[src/rtl/rom_string_reader_if.sv]
// rtl/rom_string_reader_if.sv - command and byte-stream handshake bundle for rom_string_reader
interface rom_string_reader_if #(
   parameter int ADDR_W = 6,
   parameter int DATA_W = 8
);
   logic              cmd_valid;
   logic              cmd_ready;
   logic [ADDR_W-1:0] cmd_addr;
   logic [ADDR_W-1:0] cmd_len;
   logic [DATA_W-1:0] out_data;
   logic              out_valid;
   logic              out_ready;
   logic              out_last;

   modport master (
      output cmd_valid, cmd_addr, cmd_len, out_ready,
      input  cmd_ready, out_data, out_valid, out_last
   );

   modport slave (
      input  cmd_valid, cmd_addr, cmd_len, out_ready,
      output cmd_ready, out_data, out_valid, out_last
   );
endinterface

[src/rtl/rom_string_reader.sv]
// rtl/rom_string_reader.sv - walks the 64x8 character ROM for one string command and streams its bytes
// Optional trailing space byte enabled by defining SPACE_INSERT_EN.
module rom_string_reader #(
   parameter int ADDR_W     = 6,
   parameter int DATA_W     = 8,
   parameter int SPACE_ADDR = 47
) (
   input  logic                 clk,
   input  logic                 rst_n,
   rom_string_reader_if.slave   bus,
   output logic [ADDR_W-1:0]    rom_addr,
   input  logic [DATA_W-1:0]    rom_d,
   output logic                 busy,
   output logic                 done
);

`ifdef SPACE_INSERT_EN
   localparam bit SPACE_EN = 1'b1;
`else
   localparam bit SPACE_EN = 1'b0;
`endif

   localparam logic [2:0] IDLE = 3'd0;
   localparam logic [2:0] RD0  = 3'd1;
   localparam logic [2:0] RD1  = 3'd2;
   localparam logic [2:0] SEND = 3'd3;
   localparam logic [2:0] FIN  = 3'd4;

   localparam logic [ADDR_W-1:0] SPACE_ADDR_C = ADDR_W'(SPACE_ADDR);
   localparam logic [ADDR_W-1:0] ONE          = ADDR_W'(1);
   localparam logic [ADDR_W-1:0] ZERO         = '0;

   logic [2:0]        state_q, state_d;
   logic [ADDR_W-1:0] ptr_q, ptr_d;
   logic [ADDR_W-1:0] rem_q, rem_d;
   logic [ADDR_W-1:0] rom_addr_q, rom_addr_d;
   logic [DATA_W-1:0] out_data_q, out_data_d;
   logic              out_valid_q, out_valid_d;
   logic              out_last_q, out_last_d;
   logic              space_q, space_d;
   logic              busy_q, busy_d;
   logic              done_q, done_d;

   always_comb begin
      state_d     = state_q;
      ptr_d       = ptr_q;
      rem_d       = rem_q;
      rom_addr_d  = rom_addr_q;
      out_data_d  = out_data_q;
      out_valid_d = out_valid_q;
      out_last_d  = out_last_q;
      space_d     = space_q;
      case (state_q)
         IDLE: begin
            if (bus.cmd_valid) begin
               ptr_d      = bus.cmd_addr;
               rem_d      = bus.cmd_len;
               rom_addr_d = bus.cmd_addr;
               space_d    = 1'b0;
               if (bus.cmd_len != ZERO) begin
                  state_d = RD0;
               end else if (SPACE_EN) begin
                  space_d    = 1'b1;
                  rom_addr_d = SPACE_ADDR_C;
                  state_d    = RD0;
               end else begin
                  state_d = FIN;
               end
            end
         end
         RD0: state_d = RD1;
         RD1: begin
            out_data_d  = rom_d;
            out_valid_d = 1'b1;
            // With the trailing space enabled, only the space byte carries last.
            out_last_d  = space_q || (!SPACE_EN && rem_q == ONE);
            state_d     = SEND;
         end
         SEND: begin
            if (out_valid_q && bus.out_ready) begin
               out_valid_d = 1'b0;
               out_last_d  = 1'b0;
               if (space_q) begin
                  state_d = FIN;
               end else begin
                  rem_d = rem_q - ONE;
                  if (rem_q > ONE) begin
                     ptr_d      = ptr_q + ONE;
                     rom_addr_d = ptr_q + ONE;
                     state_d    = RD0;
                  end else if (SPACE_EN) begin
                     space_d    = 1'b1;
                     rom_addr_d = SPACE_ADDR_C;
                     state_d    = RD0;
                  end else begin
                     state_d = FIN;
                  end
               end
            end
         end
         FIN:     state_d = IDLE;
         default: state_d = IDLE;
      endcase
      busy_d = (state_d != IDLE);
      done_d = (state_d == FIN);
   end

   always_ff @(posedge clk or negedge rst_n) begin
      if (!rst_n) begin
         state_q     <= IDLE;
         ptr_q       <= '0;
         rem_q       <= '0;
         rom_addr_q  <= '0;
         out_data_q  <= '0;
         out_valid_q <= 1'b0;
         out_last_q  <= 1'b0;
         space_q     <= 1'b0;
         busy_q      <= 1'b0;
         done_q      <= 1'b0;
      end else begin
         state_q     <= state_d;
         ptr_q       <= ptr_d;
         rem_q       <= rem_d;
         rom_addr_q  <= rom_addr_d;
         out_data_q  <= out_data_d;
         out_valid_q <= out_valid_d;
         out_last_q  <= out_last_d;
         space_q     <= space_d;
         busy_q      <= busy_d;
         done_q      <= done_d;
      end
   end

   assign bus.cmd_ready = (state_q == IDLE);
   assign bus.out_data  = out_data_q;
   assign bus.out_valid = out_valid_q;
   assign bus.out_last  = out_last_q;
   assign rom_addr      = rom_addr_q;
   assign busy          = busy_q;
   assign done          = done_q;

endmodule

[src/flat_wrapper.sv]
// flat-port wrapper written by rule: the top's interface ports become plain ports
module rom_string_reader_flat 
#(
   parameter int ADDR_W     = 6,
   parameter int DATA_W     = 8,
   parameter int SPACE_ADDR = 47
)
  (clk, rst_n, rom_addr, rom_d, busy, done, bus_cmd_valid, bus_cmd_addr, bus_cmd_len, bus_out_ready, bus_cmd_ready, bus_out_data, bus_out_valid, bus_out_last);
  rom_string_reader_if #(.ADDR_W(ADDR_W), .DATA_W(DATA_W)) bus_i ();
  input  logic clk;
  input  logic rst_n;
  output logic [ADDR_W-1:0] rom_addr;
  input  logic [DATA_W-1:0] rom_d;
  output logic busy;
  output logic done;
  input wire logic [$bits(bus_i.cmd_valid)-1:0] bus_cmd_valid;
  input wire logic [$bits(bus_i.cmd_addr)-1:0] bus_cmd_addr;
  input wire logic [$bits(bus_i.cmd_len)-1:0] bus_cmd_len;
  input wire logic [$bits(bus_i.out_ready)-1:0] bus_out_ready;
  output wire logic [$bits(bus_i.cmd_ready)-1:0] bus_cmd_ready;
  output wire logic [$bits(bus_i.out_data)-1:0] bus_out_data;
  output wire logic [$bits(bus_i.out_valid)-1:0] bus_out_valid;
  output wire logic [$bits(bus_i.out_last)-1:0] bus_out_last;
  assign bus_i.cmd_valid = bus_cmd_valid;
  assign bus_i.cmd_addr = bus_cmd_addr;
  assign bus_i.cmd_len = bus_cmd_len;
  assign bus_i.out_ready = bus_out_ready;
  assign bus_cmd_ready = bus_i.cmd_ready;
  assign bus_out_data = bus_i.out_data;
  assign bus_out_valid = bus_i.out_valid;
  assign bus_out_last = bus_i.out_last;
  rom_string_reader #(.ADDR_W(ADDR_W), .DATA_W(DATA_W), .SPACE_ADDR(SPACE_ADDR)) u_core (.clk(clk), .rst_n(rst_n), .bus(bus_i), .rom_addr(rom_addr), .rom_d(rom_d), .busy(busy), .done(done));
endmodule
[config.mk]
export PLATFORM = sky130hd
export DESIGN_NAME = rom_string_reader_flat
export DESIGN_NICKNAME = d
export VERILOG_FILES = /design/src/rtl/rom_string_reader_if.sv /design/src/rtl/rom_string_reader.sv /design/src/flat_wrapper.sv
export SDC_FILE = /design/constraint.sdc
export NUM_CORES = 1
export LEC_CHECK = 0
export ABC_AREA = 0
export BUFFER_PORTS_ARGS = -buffer_cell sky130_fd_sc_hd__buf_2
export CORE_MARGIN = 4
export CORE_UTILIZATION = 50
export DETAILED_ROUTE_END_ITERATION = 8
export MAX_ROUTING_LAYER = met4
export PLACE_DENSITY = 0.8
export SETUP_SLACK_MARGIN = 0.3
export SYNTH_ARGS = -nofsm -noshare
export SYNTH_HDL_FRONTEND = slang
export SYNTH_SLANG_ARGS = --single-unit
export TNS_END_PERCENT = 1
[constraint.sdc]
create_clock -name clk -period 2.4 [get_ports clk]
set_input_delay 0.48 -clock clk [delete_from_list [all_inputs] [get_ports clk]]
set_output_delay 0.48 -clock clk [all_outputs]
set_load 0.05 [all_outputs]
==> flow_metrics.env <==
export IMPL_yosysMostFrequentCell="dfrtp_1"
export IMPL_grt_first_pass_wirelength_mm=5.050
export IMPL_cts_tree="done"
export IMPL_power_frac_clock=0.266
export IMPL_synthCells=139
export IMPL_placementRows=18
export IMPL_vias_per_cell=5.665
export IMPL_drc=0
export IMPL_intPower_mw=0.5600
export IMPL_synth_top_cell_area_share=0.4927
export IMPL_syn_nets=166
export IMPL_yosys_area_top_type="dfrtp_1"
export IMPL_seq_power_share=0.618
export IMPL_rsz0062_at_grt="no"
export IMPL_critPathMaxFanout=16
export IMPL_grt_pass1_vias=1149
export IMPL_fin_skew_ns=0.01258
export IMPL_cp_arrival_ns=2.20
export IMPL_crit_path_end_kind="flop"
export IMPL_n_antenna_cell=0
export IMPL_crit_required_ns=2.66
export IMPL_boundaryPins=43
export IMPL_drt_iter0_markers=25
export IMPL_worst_pin_slew_ns=0.8250
export IMPL_areaGrowthSynthToFinish_pct=20.62
export IMPL_hold_violations=0
export IMPL_critical_path_reg2reg_endpoint="u_core.rom_addr[0]"
export IMPL_slew_viol_final=0
export IMPL_ant_nets=0
export IMPL_max_slew_margin=0.4423
export IMPL_dieArea_mm2=0.003645
export IMPL_dp_hpwl_mm=2.265
export IMPL_nets=210
export IMPL_die_y_um=60.37
export IMPL_synthesis_area_mm2=0.001371
export IMPL_die_width_um=60.37
export IMPL_ys_ff_latch=27
export IMPL_hold_slack_ns=0.1114
export IMPL_fillers=209
export IMPL_synth_cell_types=34
export IMPL_num_vias=1201
export IMPL_max_cap_violations=0
export IMPL_p_comb_frac=0.115
export IMPL_drive_gt1_frac=0.3297
export IMPL_status="complete, no violations"
export IMPL_fmax_mhz=516.5
export IMPL_start_kind="flop"
export IMPL_cts_sinks=27
export IMPL_cts_buffer_depth=2
export IMPL_numCtsBuffers=3
export IMPL_grt_use_total=0.1911
export IMPL_wirelength_mm=2.958
export IMPL_critical_path_class="reg2reg"
export IMPL_clockRootBuffer="clkbuf_4"
export IMPL_synthFlopType="dfrtp_1"
export IMPL_path_clk_slew_ns=0.15
export IMPL_synth_common_cells="dfrtp_1 (27), nand2_1 (16), nor2_1 (13), o21ai_0 (11), mux2_2 (9)"
export IMPL_gp_congestion=0.8541
export IMPL_clk_latency_ns=0.33
export IMPL_async_reset_ff_frac=1.000
export IMPL_portBuffers=42
export IMPL_htreeDepth=1
export IMPL_synth_area_top_cells="dfrtp_1 (49%), mux2_2 (7.4%), nand2_1 (4.4%)"
export IMPL_core_area_mm2=0.002545
export IMPL_p_sw_frac=0.2656
export IMPL_wire_per_inst_um=13.95
export IMPL_rrSetupSlack_ns=0.46
export IMPL_tns_ns=0
export IMPL_finalCritPeriodShare=0.8067
export IMPL_power_density_mw_per_mm2=461.0
export IMPL_r2r_cells=4
export IMPL_grt_max_degree=28
export IMPL_ys_warn_count=0
export IMPL_cts_setup_buffers=0
export IMPL_seq_area_frac_synth=0.4927
export IMPL_antenna_found_initial=0
export IMPL_net_switching_power_mw=0.2026
export IMPL_leakagePower_nw=0.7878
export IMPL_grt_overflow=0
export IMPL_max_vdd_ir_drop_mv=0.4201
export IMPL_setup_viol=0
export IMPL_holdCritPathClass="in2async"
export IMPL_syn_avg_cell_area_um2=9.866
export IMPL_first_pass_iters=4
export IMPL_reg2reg_from="u_core.state_q[1]"
export IMPL_synth_edff_count=0
export IMPL_period_minus_slack_ns=1.936
export IMPL_floorplan_initialDensity=0.5388
[registers in the layout (all words and copies together), names as in the netlist]
signal / flops
u_core.bus.out_data: 8
u_core.rem_q: 6
u_core.rom_addr: 6
u_core.state_q: 3
u_core.bus.out_last: 1
u_core.bus.out_valid: 1
u_core.busy: 1
u_core.done: 1
[power by group through the flow]
| stage | sequential, mW | clock (mW) | combinational [mW] |
|---|---|---|---|
| final | 0.472 | 0.203 | 0.0878 |
| after global routing | 0.474 | 0.225 | 0.0977 |
| after CTS | 0.472 | 0.207 | 0.0885 |
| after detailed placement | 0.480 | 0 | 0.0881 |
| after global placement | 0.479 | 0 | 0.0865 |
| after floorplan | 0.498 | 0 | 0.0286 |
[layout make-up]
cell class | instances | area (µm²) | area share
Sequential cell | 27 | 675.6 | 0.4085
Tap cell | 30 | 37.54 | 0.02269
Multi-Input combinational cell | 104 | 674.4 | 0.4077
Clock inverter | 1 | 7.507 | 0.004539
Timing Repair Buffer | 44 | 225.2 | 0.1362
Clock buffer | 3 | 22.52 | 0.01362
Inverter | 3 | 11.26 | 0.006808
[how the worst max path moves through the flow]
| stage | start | endpoint | slack, ns |
|---|---|---|---|
| floorplan | u_core.bus.out_valid | u_core.busy | 0.63 |
| global placement | bus_cmd_valid | u_core.rom_addr[1] | 0.33 |
| detailed placement | bus_cmd_valid | u_core.rom_addr[1] | 0.29 |
| CTS | u_core.state_q[1] | u_core.rom_addr[1] | 0.33 |
| global route | u_core.state_q[1] | u_core.rom_addr[0] | 0.35 |
| finish | u_core.state_q[1] | u_core.rom_addr[0] | 0.46 |
[cell families after synthesis]
family          count (synthesis)  share of synthesized area
simple gates                   56                     0.2071
compound gates                 36                     0.1743
flops                          27                     0.4927
mux                             9                    0.07391
buf+inv                         8                    0.02463
fa+ha+maj                       3                    0.02738
[per-stage QoR]
stage / total power, mW / util / cell area (µm²) / std cells / setup WS, ns
5_1_grt: 0.7964 / 0.6500 / 1654 / 212 / 0.3483
2_1_floorplan: 0.5261 / - / 1376 / 139 / 0.6340
4_1_cts: 0.7670 / 0.6470 / 1647 / 212 / 0.3292
3_5_place_dp: 0.5681 / 0.6352 / 1617 / 208 / 0.2858
6_report: 0.7626 / 0.6500 / 1654 / 212 / 0.4640
3_3_place_gp: 0.5656 / 0.6352 / 1617 / 208 / 0.3276
[routing by layer]
metal,up-vias,global-route usage,share of wire
met5,-,-,0
met4,0,0.08228,0.017
met3,5,0.03191,0.055
met2,34,0.3086,0.49
met1,561,0.2366,0.43
li1,601,-,-
[critical path, cell delays in order, from the launching register on]
cell and delay (ns):
dfrtp_1 0.48, or3b_1 0.39, a21o_1 0.36, or4_1 0.55
o21ai_0 0.08
[repair_timing]
action | 4_1_cts | 5_1_grt
hold buffers | 0 | 0
resized for setup | 0 | 2
endpoints found under the setup margin | 0 | 1
[layout by cell type (no fill, tap or decap), drive strengths merged, types with 4 or more instances in the layout]
cell	instances
buf	44
dfrtp	27
nand2	16
nor2	13
o21ai	11
mux2	9
a21oi	5
nand3	5
nor3	5
nor3b	4
a2bb2oi	4
Power figures use the tool's default switching activity.
